File: src/rtl/parallel_io_pkg.sv
// Constants shared by the memory-mapped parallel input and output ports.
package parallel_io_pkg;

  localparam int unsigned WIDTH_DEFAULT = 8;
  localparam int unsigned DEPTH_DEFAULT = 4;
  localparam logic [WIDTH_DEFAULT-1:0] PORT_ADDR = 8'hFF;
  localparam int unsigned PTR_W = $clog2(DEPTH_DEFAULT);

  function automatic int unsigned ptr_width(input int unsigned depth);
    return $clog2(depth);
  endfunction

endpackage

File: src/rtl/parallel_out_sync_fifo.sv
// Synchronous FIFO with naturally wrapping pointers and a one-bit-wider count.
module sync_fifo
  import parallel_io_pkg::*;
#(
  parameter int unsigned WIDTH = 8,
  parameter int unsigned DEPTH = 4
) (
  input  logic                          clk,
  input  logic                          rst_n,
  input  logic                          push,
  input  logic                          pop,
  input  logic [WIDTH-1:0]              wr_data,
  output logic [WIDTH-1:0]              rd_data,
  output logic [ptr_width(DEPTH):0]     count,
  output logic                          full,
  output logic                          empty
);

  localparam int unsigned PTR_BITS = ptr_width(DEPTH);
  localparam int unsigned CNT_BITS = PTR_BITS + 1;

  logic [WIDTH-1:0]    mem_q [DEPTH];
  logic [WIDTH-1:0]    mem_d [DEPTH];
  logic [PTR_BITS-1:0] rd_ptr_q, rd_ptr_d;
  logic [PTR_BITS-1:0] wr_ptr_q, wr_ptr_d;
  logic [CNT_BITS-1:0] count_q, count_d;

  always_comb begin
    rd_ptr_d = rd_ptr_q;
    wr_ptr_d = wr_ptr_q;
    count_d  = count_q;
    for (int unsigned i = 0; i < DEPTH; i++) begin
      mem_d[i] = mem_q[i];
    end
    if (push) begin
      // When full with a simultaneous pop, wr_ptr equals rd_ptr: the freed slot is reused.
      mem_d[wr_ptr_q] = wr_data;
      wr_ptr_d        = wr_ptr_q + 1'b1;
    end
    if (pop) begin
      rd_ptr_d = rd_ptr_q + 1'b1;
    end
    unique case ({push, pop})
      2'b10:   count_d = count_q + 1'b1;
      2'b01:   count_d = count_q - 1'b1;
      default: count_d = count_q;
    endcase
  end

  always_ff @(posedge clk or negedge rst_n) begin
    if (!rst_n) begin
      rd_ptr_q <= '0;
      wr_ptr_q <= '0;
      count_q  <= '0;
    end else begin
      rd_ptr_q <= rd_ptr_d;
      wr_ptr_q <= wr_ptr_d;
      count_q  <= count_d;
    end
  end

  always_ff @(posedge clk) begin
    for (int unsigned i = 0; i < DEPTH; i++) begin
      mem_q[i] <= mem_d[i];
    end
  end

  assign rd_data = mem_q[rd_ptr_q];
  assign count   = count_q;
  assign full    = (count_q == CNT_BITS'(DEPTH));
  assign empty   = (count_q == '0);

endmodule

File: src/rtl/parallel_out.sv
// Memory-mapped parallel output port: stores to PORT_ADDR queue data for a
// valid/ready consumer; stores arriving while full are dropped and flagged.
module parallel_out
  import parallel_io_pkg::*;
#(
  parameter int unsigned       WIDTH     = 8,
  parameter int unsigned       DEPTH     = 4,
  parameter logic [WIDTH-1:0]  PORT_ADDR = parallel_io_pkg::PORT_ADDR
) (
  input  logic                          clk,
  input  logic                          rst_n,
  input  logic [WIDTH-1:0]              Address,
  input  logic [WIDTH-1:0]              WriteData,
  input  logic                          MemWrite,
  output logic [WIDTH-1:0]              Data_out,
  output logic                          Data_valid,
  input  logic                          Data_ready,
  output logic                          Full,
  output logic [$clog2(DEPTH):0]        Count,
  output logic                          Overflow
);

  logic             addr_hit;
  logic             push;
  logic             pop;
  logic             fifo_full;
  logic             fifo_empty;
  logic [WIDTH-1:0] head;
  logic             overflow_q, overflow_d;

  always_comb begin
    addr_hit   = MemWrite && (Address == PORT_ADDR);
    pop        = !fifo_empty && Data_ready;
    push       = addr_hit && (!fifo_full || pop);
    overflow_d = overflow_q || (addr_hit && fifo_full && !pop);
  end

  always_ff @(posedge clk or negedge rst_n) begin
    if (!rst_n) begin
      overflow_q <= 1'b0;
    end else begin
      overflow_q <= overflow_d;
    end
  end

  sync_fifo #(
    .WIDTH (WIDTH),
    .DEPTH (DEPTH)
  ) u_fifo (
    .clk     (clk),
    .rst_n   (rst_n),
    .push    (push),
    .pop     (pop),
    .wr_data (WriteData),
    .rd_data (head),
    .count   (Count),
    .full    (fifo_full),
    .empty   (fifo_empty)
  );

  assign Data_valid = !fifo_empty;
  // Storage is never reset, so mask the head to keep the output defined when empty.
  assign Data_out   = fifo_empty ? '0 : head;
  assign Full       = fifo_full;
  assign Overflow   = overflow_q;

endmodule

File: config.mk
export PLATFORM = sky130hd
export DESIGN_NAME = parallel_out
export DESIGN_NICKNAME = d
export VERILOG_FILES = /design/src/rtl/parallel_io_pkg.sv /design/src/rtl/parallel_out_sync_fifo.sv /design/src/rtl/parallel_out.sv
export SDC_FILE = /design/constraint.sdc
export NUM_CORES = 1
export LEC_CHECK = 0
export BUFFER_PORTS_ARGS = -buffer_cell sky130_fd_sc_hd__buf_4
export CORE_MARGIN = 2
export CORE_UTILIZATION = 53
export DETAILED_ROUTE_END_ITERATION = 10
export GPL_TIMING_DRIVEN = 0
export MAX_ROUTING_LAYER = met4
export PLACE_DENSITY = 0.8
export SLEW_MARGIN = 15
export SYNTH_ARGS = -nofsm -noshare
export SYNTH_HDL_FRONTEND = slang
export SYNTH_SLANG_ARGS = --single-unit
File: constraint.sdc
create_clock -name clk -period 2.5 [get_ports clk]
set_input_delay 0.5 -clock clk [delete_from_list [all_inputs] [get_ports clk]]
set_output_delay 0.5 -clock clk [all_outputs]
set_load 0.01 [all_outputs]
# After elaboration in Yosys (flattened, before gate mapping)
# Memories as Yosys holds them, arrays and structs flattened.
# Index checks and enable logic that the tools add are counted.
[classes]
add_sub_neg = 4
order_cmp = 2
eq_ne = 4
muxes = 6
bitwise = 1
n_reduce_logical = 13
[ops]
columns = ["op", "count"]
rows = [
  ["$bwmux W32", 1],
  ["$mux W32", 1],
  ["$demux W8 S2", 1],
  ["$mux W8", 2],
  ["$eq A8 B8 Y1 const B", 1],
  ["$logic_and A1 B1 Y1", 6],
  ["$pmux W3 S2", 1],
  ["$add A2 B1 Y2 const B", 2],
  ["$add A3 B1 Y3 const B", 1],
  ["$eq A3 B3 Y1 const B", 1],
  ["$ge A3 B3 Y1 const B", 1],
  ["$logic_not A1 Y1", 3],
  ["$logic_not A3 Y1", 1],
  ["$lt A3 B1 Y1 const B", 1],
  ["$not A2 Y3", 1],
  ["$sub A3 B1 Y3 const B", 1],
  ["$eq A2 B1 Y1 const B", 1],
  ["$eq A2 B2 Y1 const B", 1],
  ["$logic_or A1 B1 Y1", 2],
  ["$reduce_bool A2 Y1", 1],
]
[totals]
regBits = 8
mem_bits_rw = 32
input_bits = 20
out_inout_bits = 14
elab_cells = 35
n_memories = 1
[memory_table]
columns = ["name", "depth", "word_bits", "rd", "rd_clocked_by_memory_dff", "wr", "line_no", "source"]
rows = [
  ["u_fifo.mem_q", 4, 8, 5, 0, 4, "parallel_out_sync_fifo.sv:22", "logic [WIDTH-1:0] mem_q [DEPTH];"],
]

# Longest topological paths before layout
# Gate-level depths: netlist (run 1).
[logic_depth]
word_depth = 7
mapped_depth = 7

# Modules after synthesis
# A second synthesis (run 1) with hierarchy kept.
[hier_totals]
cells_unflattened = 98
area_unflattened_um2 = 1709.1
[modules_own_cells]
columns = ["module", "n_inst", "cells_each", "area_per_inst_um2"]
rows = [
  ["sync_fifo", 1, 79, 1551.5],
  ["parallel_out", 1, 19, 157.7],
]

# Worst setup path before layout (run 1)
# Ideal clock, no wire load.
[synth_path]
path_type = "input port to flip-flop"
start = "in Address[7]"
end = "reg u_fifo.count_q[2] (netlist: u_fifo.count[2])"
arrival_time_ps = 1901
required_time_ps = 2420
slack_ps = 519
path_stages = 7
path_buffers = 0
cell_sequence = "nand4_1 > nor3_2 > nor2_1 > fa_1 > and3_1 > mux2i_1 > xnor2_1"
[synth_via]
elab_chain_cells = 5
[synth_lines]
columns = ["item", "line_no", "source"]
rows = [
  ["from (decl)", "parallel_out.sv:12", "input logic [WIDTH-1:0] Address,"],
  ["$eq A8 B8 Y1 (*)", "parallel_out.sv:32", "addr_hit = MemWrite && (Address == PORT_ADDR);"],
  ["$logic_and A1 B1 Y1 (*)", "parallel_out.sv:32", ""],
  ["$logic_and A1 B1 Y1 (*)", "parallel_out.sv:34", "push = addr_hit && (!fifo_full || pop);"],
  ["$eq A2 B1 Y1 / $eq A2 B2 Y1 (equally long branches)", "parallel_out_sync_fifo.sv:43", "unique case ({push, pop})"],
  ["$pmux W3 S2 / $reduce_bool A2 Y1 (equally long branches)", "--", ""],
  ["to (signal assigned)", "parallel_out_sync_fifo.sv:58", "count_q <= count_d;"],
  ["to (decl)", "parallel_out_sync_fifo.sv:26", "logic [CNT_BITS-1:0] count_q, count_d;"],
]
# Every way passes the cells marked *; elsewhere a longest branch is shown, timed or not.
# A chain may end at the register's enable or synchronous reset.

# Worst setup path in the final report (run 1)
[layout_path]
start = "reg u_fifo.rd_ptr_q[0]"
end = "out Data_out[1]"
[layout_via]
elab_chain_cells = 2
[layout_lines]
columns = ["item", "line_no", "source"]
rows = [
  ["from (decl)", "parallel_out_sync_fifo.sv:24", "logic [PTR_BITS-1:0] rd_ptr_q, rd_ptr_d;"],
  ["from (signal assigned)", "parallel_out_sync_fifo.sv:56", "rd_ptr_q <= rd_ptr_d;"],
  ["$mem_v2 Z4 W8", "--", ""],
  ["$mux W8", "parallel_out.sv:63", "assign Data_out = fifo_empty ? '0 : head;"],
  ["to (decl)", "parallel_out.sv:15", "output logic [WIDTH-1:0] Data_out,"],
]
# Every way passes these cells.

==> results.cfg, run 1 <==
[status]
run_status = completed

[timing]
tightest_slew_ns = 0.6913
max-slew-margin-rel_pct = 53.66
achievable-frequency_mhz = 425.5
final-setup-viol-count = 0
final-hold-violation-count = 0
timing.final.crit_share_pct = 94.00
layout_setup_ws_ns = 0.1500
rsz_0062_raised_after_global_routing = false
timing.clock.skew_ns = 0.006793
setup_total_negative_slack_ns = 0
slew_violations = 0
final.min_clock_period_ns = 2.350

[logic_synthesis]
synthTopCellsByCount = sky130_fd_sc_hd__edfxtp_1 (32), sky130_fd_sc_hd__nor2b_1 (9), sky130_fd_sc_hd__dfrtp_1 (8), sky130_fd_sc_hd__mux4_2 (8)
ffs_latches_synth = 40
synthesized_instance_count = 97
synth.most_common_cell = sky130_fd_sc_hd__edfxtp_1
dominantRegCellSynth = sky130_fd_sc_hd__edfxtp_1
syn-num-nets = 122
top_cell_type_s_share_of_synthesized_area_pct = 56.35
synthesis_warnings = 0
synth-edff-count = 32
ys_top_cells_by_area = sky130_fd_sc_hd__edfxtp_1 (56%), sky130_fd_sc_hd__dfrtp_1 (12%), sky130_fd_sc_hd__mux4_2 (11%), sky130_fd_sc_hd__nor2b_1 (3.3%), sky130_fd_sc_hd__ha_1 (2.9%)
syn_area_sq_mm = 0.001705
yosysTopAreaCell = sky130_fd_sc_hd__edfxtp_1
syn_area_per_cell_sq_um = 17.58
ys_seq_area_share_pct = 68.09
netlist-cell-type-count = 27
ys_async_sr_fraction_pct = 20.00

[worst_setup_path]
nature_of_the_critical_path_startpoint = flip-flop
endpoint_kind = output port
timing.critical_path.cells = buf_2, mux4_2, nor2b_1, buf_4
worstPathMaxFanout = 10
kind_of_cell_adding_the_most_delay_to_the_critical_path = multiplexers
slowest_stage = sky130_fd_sc_hd__mux4_2
crit_start = u_fifo.rd_ptr_q[0]
timing.rr.start = u_fifo.count[2]
worst_path_buffer_plus_inverter_count = 2
critical_path_arrival_ns = 1.85
cp_slowest_stage_delay_ns = 0.54
timing.setup.critical_path_class = flip-flop to output port
worstPathRequired_ns = 2.00

[global_routing]
grt_pass1_vias = 956
grt_first_pass_wirelength_um = 4478
grt_overflow = 0
grt_util_all_layers_pct = 18.81
grt_max_degree = 13
grt_antenna_before_repair = 0

[route]
ant_nets = 0
avgRoutedWirePerCell_um = 15.95
drt_pass1_iterations = 3
detail_route.vias_per_cell = 5.317
num_vias = 973
post-route-drc-count = 0
drt_wl_total_um = 2919
detail_route.iter0.violations = 18

[die]
start_util_pct = 55.86
ios = 34
die_width_um = 60.73
design.die.area_sq_mm = 0.003688
core_region_area_sq_mm = 0.003053
die_span_y_um = 60.73
num_rows = 20

[clocking]
cts_setup_buffers = 0
ctsLongestPathBuffers = 2
cts_inserted_buffers = 5
number_of_clock_sinks = 40
root_buffer = sky130_fd_sc_hd__clkbuf_4
htree_num_levels = 2
cts.clk_slew.worst_paths_ns = 0.12
clock_latency_late_sink_ns = 0.35
cts_tree = done

[worst_hold_path]
hold_path_startpoint = WriteData[5]
hold_path.class = primary input to flip-flop

[placement]
dp.final_hpwl_um = 2033
dpl_worst_slack_ns = 0.1510
place.gp.congestion = 0.7264
place.port_buffers = 33

[job]
maxCapViolCount = 0

[finish]
final_nets = 163
areaGrowthSynthToFinish_pct = 23.11
drive_gt1_share_pct = 41.73
n_antenna_cell = 0
fillers = 227

[pwr]
power.leakage_nw = 0.8106
power_per_cell_area_mw_per_mm2 = 940.7
post-layout-total-power_mw = 1.975
worst_ir_drop_vdd_uv = 686.6
registers in the layout (all words and copies together) (netlist names):
register / cells
u_fifo.rd_ptr_q: 2
Overflow: 1
u_fifo.count: 3
u_fifo.mem_q: 32
u_fifo.wr_ptr_q: 2
cells by family after synthesis:
family,count (synthesis),synth area share (%)
xor+xnor,5,2.568
buf+inv,6,1.467
compound gates,3,1.467
mux,11,12.40
fa+ha+maj,5,4.109
flops,40,68.08
simple gates,27,9.905
worst paths after layout:
| kind | end | depth (start not counted) | slack [ns] |
|---|---|---|---|
| max in group asynchronous | u_fifo.rd_ptr_q[0] | 2 | 1.87 |
| min in group asynchronous | u_fifo.rd_ptr_q[1] | 2 | 0.51 |
| min reg2reg | Overflow | 1 | 0.47 |
| min | u_fifo.mem_q[0][5] | 1 | 0.34 |
| max | Data_out[1] | 4 | 0.15 |
| max reg2reg | u_fifo.count[2] | 6 | 0.48 |
cell type report:
type | instances | area, sq um | share of cell area (%)
clock inverter | 2 | 35.03 | 1.669
sequential | 40 | 1161 | 55.30
inverter | 3 | 11.26 | 0.5364
clock buffer | 6 | 41.29 | 1.967
tap | 44 | 55.05 | 2.622
multi-input combinational | 51 | 524.3 | 24.97
buffer | 3 | 13.76 | 0.6555
timing repair buffer | 34 | 257.7 | 12.28
where the power goes:
group / internal [mW] / total, mW / switching [mW]
combinational: 0.401 / 0.727 / 0.326
clock: 0.210 / 0.414 / 0.204
sequential: 0.766 / 0.834 / 0.0687
total: 1.38 / 1.98 / 0.599
cells in the final DEF (no fill, tap or decap):
master / netlist / layout
sky130_fd_sc_hd__buf_2: 2 / 2
sky130_fd_sc_hd__inv_1: 3 / 3
sky130_fd_sc_hd__bufinv_16: 0 / 1
sky130_fd_sc_hd__nand3_1: 3 / 3
sky130_fd_sc_hd__and3_1: 1 / 1
sky130_fd_sc_hd__xnor2_1: 4 / 4
sky130_fd_sc_hd__a21o_1: 1 / 1
sky130_fd_sc_hd__or4b_1: 1 / 1
sky130_fd_sc_hd__and2_2: 1 / 1
sky130_fd_sc_hd__fa_1: 1 / 1
sky130_fd_sc_hd__o21ai_0: 1 / 1
sky130_fd_sc_hd__clkbuf_4: 0 / 5
sky130_fd_sc_hd__buf_4: 0 / 33
sky130_fd_sc_hd__mux4_2: 8 / 8
sky130_fd_sc_hd__nor3_2: 1 / 2
sky130_fd_sc_hd__and3_2: 4 / 4
sky130_fd_sc_hd__nor2_1: 2 / 2
sky130_fd_sc_hd__nand4_1: 1 / 1
sky130_fd_sc_hd__clkbuf_1: 1 / 2
sky130_fd_sc_hd__o31ai_2: 1 / 1
sky130_fd_sc_hd__mux2i_1: 2 / 2
sky130_fd_sc_hd__ha_1: 4 / 4
sky130_fd_sc_hd__nand2_1: 2 / 2
sky130_fd_sc_hd__dfrtp_1: 8 / 8
sky130_fd_sc_hd__nor3b_1: 1 / 1
sky130_fd_sc_hd__xor2_1: 1 / 1
sky130_fd_sc_hd__mux2_1: 1 / 1
sky130_fd_sc_hd__dlygate4sd3_1: 0 / 1
sky130_fd_sc_hd__edfxtp_1: 32 / 32
sky130_fd_sc_hd__clkinv_2: 0 / 1
sky130_fd_sc_hd__nor2b_1: 9 / 9
metal layers:
metal,routed length (um),track usage [%]
met4,50,7.453
met5,0,-
met1,1188,21.21
met3,123,6.397
met2,1556,30.88
stage by stage:
step	instance area [sq um]	hold slack, ns	util (%)	std cells
floorplan	1705	0.2044	-	97
global placement	2008	0.3211	65.78	174
detailed placement	2008	0.3229	65.78	174
CTS	2100	0.3356	68.77	183
global route	2100	0.3165	68.77	183
finish	2100	0.3392	68.77	183
timing repair:
| item | 4_1_cts | 5_1_grt |
|---|---|---|
| gates resized for setup | 1 | 0 |
| hold buffers | 1 | 0 |
| endpoints found under the hold margin | 8 | 0 |
| setup endpoints to repair | 9 | 0 |
Power figures use the tool's default switching activity.
==> run 2, diff against run 1 <==
==> constraint.sdc (replaced) <==
create_clock -name clk -period 2.5 [get_ports clk]
set_input_delay 0.125 -clock clk [delete_from_list [all_inputs] [get_ports clk]]
set_output_delay 0.125 -clock clk [all_outputs]
set_load 0.01 [all_outputs]
==> results.cfg, run 2 (synthesis gave the netlist of run 1 again) <==
[status]
run_status = completed

[clocking]
number_of_clock_sinks = 40
cts_inserted_buffers = 5
cts_tree = done
ctsLongestPathBuffers = 2
htree_num_levels = 2
root_buffer = sky130_fd_sc_hd__clkbuf_4
post_cts_resize_count = 0
cts_setup_buffers = 0
cts.clk_slew.worst_paths_ns = 0.11
clock_latency_late_sink_ns = 0.35

[timing]
setup_total_negative_slack_ns = 0
slew_violations = 0
timing.final.crit_share_pct = 80.86
max-slew-margin-rel_pct = 53.38
achievable-frequency_mhz = 494.7
final-hold-violation-count = 0
timing.clock.skew_ns = 0.007074
layout_setup_ws_ns = 0.4785
rsz_0062_raised_after_global_routing = false
final.min_clock_period_ns = 2.021
tightest_slew_ns = 0.6955
final-setup-viol-count = 0

[route]
detail_route.iter0.violations = 28
num_vias = 990
detail_route.vias_per_cell = 5.183
drt_pass1_iterations = 4
avgRoutedWirePerCell_um = 15.75
drt_wl_total_um = 3009
post-route-drc-count = 0
ant_nets = 0

[worst_hold_path]
hold_path_startpoint = Data_ready
hold_path.class = primary input to flip-flop

[die]
core_region_area_sq_mm = 0.003053
ios = 34
start_util_pct = 55.86
die_span_y_um = 60.73
design.die.area_sq_mm = 0.003688
die_width_um = 60.73
num_rows = 20

[placement]
detailed_place.area_sq_mm = 0.002008
dp.final_hpwl_um = 2033
place.port_buffers = 33
post-place-cells = 174
place.gp.congestion = 0.7264
dpl_worst_slack_ns = 0.4666

[finish]
fin_area_sq_mm = 0.002180
layout_common_cells = sky130_fd_sc_hd__buf_4 (33), sky130_fd_sc_hd__edfxtp_1 (32), sky130_fd_sc_hd__nor2b_1 (9), sky130_fd_sc_hd__dlygate4sd3_1 (9)
final_nets = 171
layout.area.seq_sq_mm = 0.001161
drive_gt1_share_pct = 39.46
max_reg_flops = 32
n_antenna_cell = 0
areaGrowthSynthToFinish_pct = 27.81
most_frequent_standard_cell_in_the_layout_excluding_fill_and_tap_cells = sky130_fd_sc_hd__buf_4
multi_input_area_sq_um = 524.3
stdcell_count = 191
fillers = 217
regMostFlops = u_fifo.mem_q

[pwr]
worst_ir_drop_vdd_uv = 682.9
power_per_cell_area_mw_per_mm2 = 910.4
post-layout-total-power_mw = 1.984
power.leakage_nw = 0.8440

[worst_setup_path]
timing.rr.start = u_fifo.count[0]
crit_start = u_fifo.count[0]
nature_of_the_critical_path_startpoint = flip-flop
timing.setup.critical_path_class = flip-flop to flip-flop
critical_path_arrival_ns = 2.29
endpoint_kind = flip-flop
worstPathMaxFanout = 7
worstPathRequired_ns = 2.77

[global_routing]
grt_overflow = 0
grt_pass1_vias = 1002
grt_util_all_layers_pct = 19.42
grt_antenna_before_repair = 0
grt_first_pass_wirelength_um = 4623
grt_max_degree = 13

[job]
maxCapViolCount = 0
[run 2: cell count changes in the layout (fill, tap and decap cells not counted)]
cell	previous run	this run
sky130_fd_sc_hd__dlygate4sd3_1	1	9
[run 2: power breakdown]
| group | internal (mW) | total (mW) | switching, mW |
|---|---|---|---|
| clock network | 0.210 | 0.411 | 0.202 |
| registers | 0.766 | 0.834 | 0.0685 |
| logic | 0.409 | 0.739 | 0.330 |
[run 2: stage by stage]
step	hold WS (ns)	util, %
floorplan	-0.1706	-
global placement	-0.05388	65.78
detailed placement	-0.05212	65.78
CTS	0.08333	71.23
global route	0.08767	71.39
finish	0.1002	71.39
[run 2: final cells by class]
cell class | count | share of cell area [%]
sequential | 40 | 53.27
clock inverter | 2 | 1.607
timing repair buffer | 42 | 15.50
tap | 44 | 2.526
multi-input combinational | 51 | 24.05
clock buffer | 6 | 1.894
inverter | 3 | 0.5166
buffer | 3 | 0.6315
[run 2: path summary, 6_finish.rpt]
kind	slack, ns	endpoint	depth (start not counted)
max reg2reg	0.48	u_fifo.count[2]	6
min	0.10	u_fifo.rd_ptr_q[1]	3
min reg2reg	0.47	Overflow	1
max	0.48	u_fifo.count[2]	6
min in group asynchronous	0.14	u_fifo.count[0]	2
max in group asynchronous	2.24	Overflow	2
[run 2: timing repair]
item / 4_1_cts / 5_1_grt
endpoints found under the hold margin: 40 / 0
hold buffers: 9 / 0
setup endpoints to repair: 0 / 0
[run 2: per-layer routing]
metal	vias to the layer above	track usage, %	routed length (um)	part of all wire [%]
li1	466	-	-	-
met1	492	21.91	1214	40
met2	27	32.10	1622	54
met3	5	6.397	124	4.1
met4	0	7.453	48	1.6
met5	-	-	0	0
[run 2: critical path: stages, from the launching register on]
cell and delay [ns]:
sky130_fd_sc_hd__dfrtp_1 0.50, sky130_fd_sc_hd__o31ai_2 0.47, sky130_fd_sc_hd__nor2_1 0.11, sky130_fd_sc_hd__fa_1 0.40
sky130_fd_sc_hd__and3_1 0.16, sky130_fd_sc_hd__mux2i_1 0.17, sky130_fd_sc_hd__xnor2_1 0.14
